--- src/rtl/instr_fetch_mem.sv ---
// Instruction fetch memory: DEPTH-word program store with per-word programmed bits and a fixed-latency fetch pipe.
// Latency: a fetch accepted at edge N is presented on Resp* in the cycle sampled by edge N+LATENCY.
// Backpressure: none on responses; ReqReady drops combinationally while LoadEn or Reset is high.
//
// Ports:
//   CLK, Reset                      - clock, synchronous active-high reset
//   LoadEn, LoadAddr, LoadData      - program-load write port (byte address, word aligned only)
//   ReqValid, ReqAddr, ReqReady     - fetch request handshake
//   RespValid, RespData, RespAddr,  - fetch response; RespFault: 00 ok, 01 misaligned,
//   RespFault                         10 out of range, 11 unprogrammed
module instr_fetch_mem #(
    parameter int DATA_W  = 32,
    parameter int ADDR_W  = 64,
    parameter int DEPTH   = 64,
    parameter int LATENCY = 2
) (
    input  logic              CLK,
    input  logic              Reset,
    input  logic              LoadEn,
    input  logic [ADDR_W-1:0] LoadAddr,
    input  logic [DATA_W-1:0] LoadData,
    input  logic              ReqValid,
    input  logic [ADDR_W-1:0] ReqAddr,
    output logic              ReqReady,
    output logic              RespValid,
    output logic [DATA_W-1:0] RespData,
    output logic [ADDR_W-1:0] RespAddr,
    output logic [1:0]        RespFault
);

    localparam int IDX_W = $clog2(DEPTH);
    // First byte address past the store; compared against the full address so
    // high address bits can never alias onto a valid word.
    localparam logic [ADDR_W-1:0] LIMIT = ADDR_W'(4 * DEPTH);

    localparam logic [1:0] FLT_OK    = 2'b00;
    localparam logic [1:0] FLT_ALIGN = 2'b01;
    localparam logic [1:0] FLT_RANGE = 2'b10;
    localparam logic [1:0] FLT_UNPRG = 2'b11;

    typedef struct packed {
        logic              vld;
        logic [1:0]        fault;
        logic [ADDR_W-1:0] addr;
        logic [DATA_W-1:0] data;
    } stage_t;

    logic [DATA_W-1:0] mem_q [DEPTH];
    logic [DEPTH-1:0]  prog_q;
    stage_t            pipe_q [LATENCY];
    stage_t            stage_d;

    logic              load_ok;
    logic [IDX_W-1:0]  load_idx;
    logic [IDX_W-1:0]  req_idx;
    logic              accept;

    assign load_idx = LoadAddr[IDX_W+1:2];
    assign req_idx  = ReqAddr[IDX_W+1:2];

    // Loads outside the store or not word aligned are dropped without effect.
    assign load_ok  = LoadEn && !Reset && (LoadAddr[1:0] == 2'b00) && (LoadAddr < LIMIT);

    assign ReqReady = !LoadEn && !Reset;
    assign accept   = ReqValid && ReqReady;

    // Program store has no reset: only the programmed bits are cleared.
    always_ff @(posedge CLK) begin
        if (load_ok) begin
            mem_q[load_idx] <= LoadData;
        end
    end

    always_ff @(posedge CLK) begin
        if (Reset) begin
            prog_q <= '0;
        end else if (load_ok) begin
            prog_q[load_idx] <= 1'b1;
        end
    end

    // Storage is read in the accept cycle so later loads cannot alter a
    // response already in flight. Idle slots carry all-zero contents, which
    // makes the pipe output directly usable as the zeroed idle response.
    always_comb begin
        stage_d = '0;
        if (accept) begin
            stage_d.vld  = 1'b1;
            stage_d.addr = ReqAddr;
            if (ReqAddr[1:0] != 2'b00) begin
                stage_d.fault = FLT_ALIGN;
            end else if (ReqAddr >= LIMIT) begin
                stage_d.fault = FLT_RANGE;
            end else if (!prog_q[req_idx]) begin
                stage_d.fault = FLT_UNPRG;
            end else begin
                stage_d.fault = FLT_OK;
                stage_d.data  = mem_q[req_idx];
            end
        end
    end

    always_ff @(posedge CLK) begin
        if (Reset) begin
            for (int i = 0; i < LATENCY; i++) begin
                pipe_q[i] <= '0;
            end
        end else begin
            pipe_q[0] <= stage_d;
            for (int i = 1; i < LATENCY; i++) begin
                pipe_q[i] <= pipe_q[i-1];
            end
        end
    end

    assign RespValid = pipe_q[LATENCY-1].vld;
    assign RespData  = pipe_q[LATENCY-1].data;
    assign RespAddr  = pipe_q[LATENCY-1].addr;
    assign RespFault = pipe_q[LATENCY-1].fault;

endmodule

--- config.mk ---
export PLATFORM = sky130hd
export DESIGN_NAME = instr_fetch_mem
export DESIGN_NICKNAME = d
export VERILOG_FILES = /design/src/rtl/instr_fetch_mem.sv
export SDC_FILE = /design/constraint.sdc
export NUM_CORES = 2
export LEC_CHECK = 0
export BUFFER_PORTS_ARGS = -buffer_cell sky130_fd_sc_hd__buf_2
export CORE_AREA = 2 2 473 475
export DETAILED_ROUTE_END_ITERATION = 6
export DIE_AREA = 0 0 475 477
export HOLD_SLACK_MARGIN = 0.03
export PLACE_DENSITY = 0.56
export SYNTH_ARGS = -nofsm -noshare
export SYNTH_HDL_FRONTEND = slang
export SYNTH_SLANG_ARGS = --single-unit
--- constraint.sdc ---
create_clock -name CLK -period 6.4 [get_ports CLK]
set_input_delay 1.6 -clock CLK [delete_from_list [all_inputs] [get_ports CLK]]
set_output_delay 1.6 -clock CLK [all_outputs]
set_load 0.005 [all_outputs]
Word level (Yosys, flattened, before mapping)
Memory sizes are Yosys's and may differ from the RTL's.
Index checks and enable logic that the tools add are counted.
{"block": "word_totals", "regBits": 64, "latchBits": 0, "ramBits": 2246, "romBits": 0, "input_bits": 164, "out_inout_bits": 100, "elab_cells": 39, "n_memories": 2}
{"memory": "mem_q", "depth": 64, "word_bits": 32, "read_ports": 1, "rd_clocked_by_memory_dff": 0, "write_ports": 1, "line_no": "48", "source": "logic [DATA_W-1:0] mem_q [DEPTH];"}
{"memory": "pipe_q", "depth": 2, "word_bits": 99, "read_ports": 2, "rd_clocked_by_memory_dff": 0, "write_ports": 2, "line_no": "50", "source": "stage_t pipe_q [LATENCY];"}
{"block": "op_classes", "n_addsub": 0, "mul": 0, "div_mod_pow": 0, "n_lt_le_gt_ge": 5, "n_eq_ne": 0, "shifts": 0, "muxes": 18, "bitwise": 3, "n_reduce_logical": 10}
{"operator": "99-bit 2-to-1 mux", "n": 3}
{"operator": "32-bit 2-to-1 mux", "n": 3}
{"operator": "64-bit by 9-bit >= comparator with 1-bit output (second input constant)", "n": 1}
{"operator": "64-bit by 9-bit less-than comparator with 1-bit output (second input constant)", "n": 1}
{"operator": "64-bit OR", "n": 1}
{"operator": "6-bit by 7-bit less-than comparator with 1-bit output (second input constant)", "n": 2}
{"operator": "1-bit 2-to-1 mux", "n": 7}
{"operator": "1-bit binary-select mux with 6-bit select", "n": 1}
{"operator": "1-bit demux with 6-bit select", "n": 1}
{"operator": "6-bit by 1-bit >= comparator with 1-bit output (second input constant)", "n": 1}
{"operator": "1-bit logical AND", "n": 6}
{"operator": "2-bit 2-to-1 mux", "n": 3}
{"operator": "1-bit zero test", "n": 2}
{"operator": "2-bit zero test", "n": 1}
{"operator": "1-bit OR", "n": 2}
{"operator": "2-bit nonzero test", "n": 1}

Logic depth before layout (Yosys ltp)
{"block": "depth", "ltp_word": 7, "mapped_depth": 12, "mapped_depth_nobuf": 6}

Worst setup path after synthesis
OpenSTA, ideal clock, no wires.
{"block": "synth_path", "kind": "input-to-reg", "startpoint": "input port Reset", "endpoint": "memory mem_q[47][0] (enable)", "setup_time_ps": 421, "arrival_ps": 4523, "required_ps": 5979, "setup_slack_ps": 1455, "stages": 7, "path_buffers": 1, "path_cell_list": "nor4b_1 nand4_1 or4_1 buf_2 nor2_1 nand3_1 nor2_1"}
{"block": "synth_via", "elab_chain_len": 6}
{"element": "start: declaration", "line_no": "18", "source": "input logic Reset,"}
{"element": "1-bit zero test", "line_no": "62", "source": "assign load_ok = LoadEn && !Reset && (LoadAddr[1:0] == 2'b00) && (LoadAddr < LIMIT);"}
{"element": "1-bit logical AND (3 in a row)", "line_no": "62"}
{"element": "1-bit 2-to-1 mux", "line_no": "69", "source": "if (load_ok) begin"}
{"element": "1-bit 2-to-1 mux (not written as such)", "line_no": "70", "source": "mem_q[load_idx] <= LoadData;"}
{"element": "end: declaration", "line_no": "48"}
No other way between the ends.

Worst setup path in the final report
{"block": "layout_path", "startpoint": "input port Reset", "endpoint": "memory mem_q[31][23] (enable)"}
The elaborated chain is that of the path after synthesis.

==> qor.txt <==
Post-synth EDFFs: 2048
Slew @ Worst Pin: 1240 ps
simple-gate area share of the yosys netlist: 3.29%
Top Ports: 264
placed inst area: 0.0935 mm^2
Yosys Warn Count: 0
top-area cell type share of the netlist area: 69.7%
first drt pass iteration count: 5
first-pass GRT wire length: 348000 um
cell type with the largest total area after synthesis: edfxtp_1
Layout area overhead: 14.6%
core area: 0.221 mm^2
commonest non-fill, non-tap cell in the layout: edfxtp_1
Startpoint Class: primary input
die area: 0.227 mm^2
syn avg cell area: 19.7 um^2
register area share after synthesis: 75.6%
CP arrival: 5060 ps
Die Width: 475 um
Vias/cell: 5.67
adder-cell share of the synthesized area: 0%
most frequent cells in the layout: edfxtp_1, mux4_2, mux2i_1
max-cap violation count: 0
unrepaired setup endpoints after global routing: false
CTS resizes: 0
critical path required time: 6900 ps
main area contributors after synthesis: edfxtp_1, mux4_2, dfxtp_1, mux2i_1, a21oi_1
DR iter-0 viols: 5376
total power: 0.0315 W
initial antenna violation count: 19
Max transition margin: 17.4%
CTS tree: yes
clock-pin transition on the worst setup and hold timing paths: 60 ps
Net Count, Synth: 4641
Clock Sink Count: 2310
main combinational cell family by area after synthesis: multiplexers
Final #Nets: 4986
Initial Util: 39.9%
IO Port Bufs: 263
Fillers: 18575
DRC: 0
grt ovf: 0
Tcrit/Tclk final: 71.2%
via count: 45377
Max clock buf depth: 3
Worst R2R Setup Slack: 3720 ps
largest net degree at the start of global routing: 165
postcts setup bufs: 0
Max Slew Vio Count: 0
mux share of post-synthesis cell area: 14.7%
Final TNS setup: 0 ps
die height: 477 um
drt total wl: 248000 um
drt wl/cell: 31.1 um
status: completed
final instance area: 0.101 mm^2
number of library cell types mapped by synthesis: 66
worst skew pair latency: 890 ps
dpl hpwl: 148000 um
Root Buffer: clkbuf_16
worst-path maximum fanout: 32
maximum VDD drop: 0.000241 V
leakage: 33.3 nW
Synth Area in Compound Gates: 3.60%
Cell Rows: 173
final hold vios: 0
layout cells sized above 1: 27.0%
CTS buffer count: 233
FFs w/ async S/R, synth: 0%
Top FF cell, synth: edfxtp_1
Hold-fix buffers, CTS: 0
minimum clock period: 4550 ps
Worst Setup End Kind: flip-flop
Post-Syn Area: 0.0883 mm^2
Pwr Density: 312 mW/mm^2
Synth Area in XOR/XNOR: 0%
Final Wtd Congestion: 0.823
synthesized netlist cell count: 4477
antenna viol nets, final: 0
Final setup viols: 0
FMAX: 220 MHz
Hold Crit Class: flip-flop to flip-flop
GRT Util Overall: 21.7%
clock skew: 73.6 ps
synthesized flop and latch total: 2310
number of global-route vias before repair: 44895
H-tree Lvls: 4
WS Path Type: primary input to flip-flop
[state kept, by name (all words and copies together), names as in the netlist]
register,flops
mem_q,2048
prog_q,64
pipe_q,198
[synth_stat cells (4+ instances only)]
| master | number |
|---|---|
| buf_4 | 119 |
| nor3_2 | 4 |
| buf_6 | 37 |
| dfxtp_1 | 262 |
| buf_12 | 7 |
| clkbuf_8 | 4 |
| mux2_2 | 18 |
| and3_1 | 65 |
| buf_2 | 40 |
| buf_1 | 27 |
| nor4_1 | 31 |
| o22ai_1 | 28 |
| a31oi_1 | 7 |
| mux2i_1 | 288 |
| nand3_1 | 21 |
| nor2_1 | 168 |
| edfxtp_1 | 2048 |
| mux4_1 | 25 |
| o31ai_1 | 4 |
| a211oi_1 | 17 |
| a21oi_1 | 196 |
| o21ai_0 | 78 |
| and2_1 | 4 |
| nand2b_1 | 5 |
| a311oi_1 | 6 |
| o221ai_1 | 78 |
| a221oi_1 | 17 |
| nand4_1 | 8 |
| buf_8 | 17 |
| nor2b_1 | 104 |
| or3_1 | 10 |
| o211ai_1 | 20 |
| a22oi_1 | 21 |
| nor3_1 | 23 |
| mux4_2 | 408 |
| nand2_1 | 110 |
| clkbuf_1 | 102 |
[worst max-delay path, stage by stage]
cell and delay (ps):
buf_6 100, nor4b_1 290, nand4_1 180, or4_1 610
nor2_1 800, nand2_1 710, nor2_4 220, buf_4 500
[cell type report]
type | count | area, um^2 | area share [%]
Inverter | 6 | 30.0 | 0.0297
Timing Repair Buffer | 466 | 3430 | 3.39
Multi-Input combinational cell | 1805 | 19500 | 19.3
Sequential cell | 2310 | 66700 | 66.0
Clock buffer | 307 | 6470 | 6.40
Clock inverter | 128 | 1200 | 1.19
Antenna cell | 3 | 7.51 | 0.00742
Tap cell | 2975 | 3720 | 3.68
[cell families after synthesis]
kind of cell	count (synthesis)
simple gates	570
buf+inv	362
flops	2310
mux	739
compound gates	496
[worst paths after layout]
path / start / end / cells past startpoint
hold reg to reg: pipe_q[0][37] / pipe_q[0][136] / 1
setup reg to reg: mem_q[46][21] / pipe_q[0][21] / 4
setup / recovery: Reset / mem_q[31][23] / 8
hold / removal: pipe_q[0][37] / pipe_q[0][136] / 1
[per-stage QoR]
stage / instances / utilization (%) / hold WS (ps) / setup WS (ps)
CTS: 7997 / 45.7 / 433 / 1810
global placement: 7562 / 42.2 / 417 / 1020
floorplan: 4477 / - / 414 / 1460
finish: 8000 / 45.7 / 425 / 1850
global route: 7997 / 45.7 / 446 / 1710
detailed placement: 7562 / 42.2 / 420 / 1000
[per-layer routing]
layer	global-route usage (%)	up-vias	part of all wire (%)
met2	34.9	2002	48
li1	-	18859	-
met1	30.8	24195	42
met3	3.21	317	7.5
met5	0	-	0.011
met4	6.12	4	2.7
[report_power, final]
group          total [W]  switching, W  internal, W
clock             0.0135       0.00584      0.00770
sequential        0.0164    0.00000386       0.0164
combinational    0.00159       0.00108     0.000508
total             0.0315       0.00692       0.0246
(Power assumes the default switching activity.)
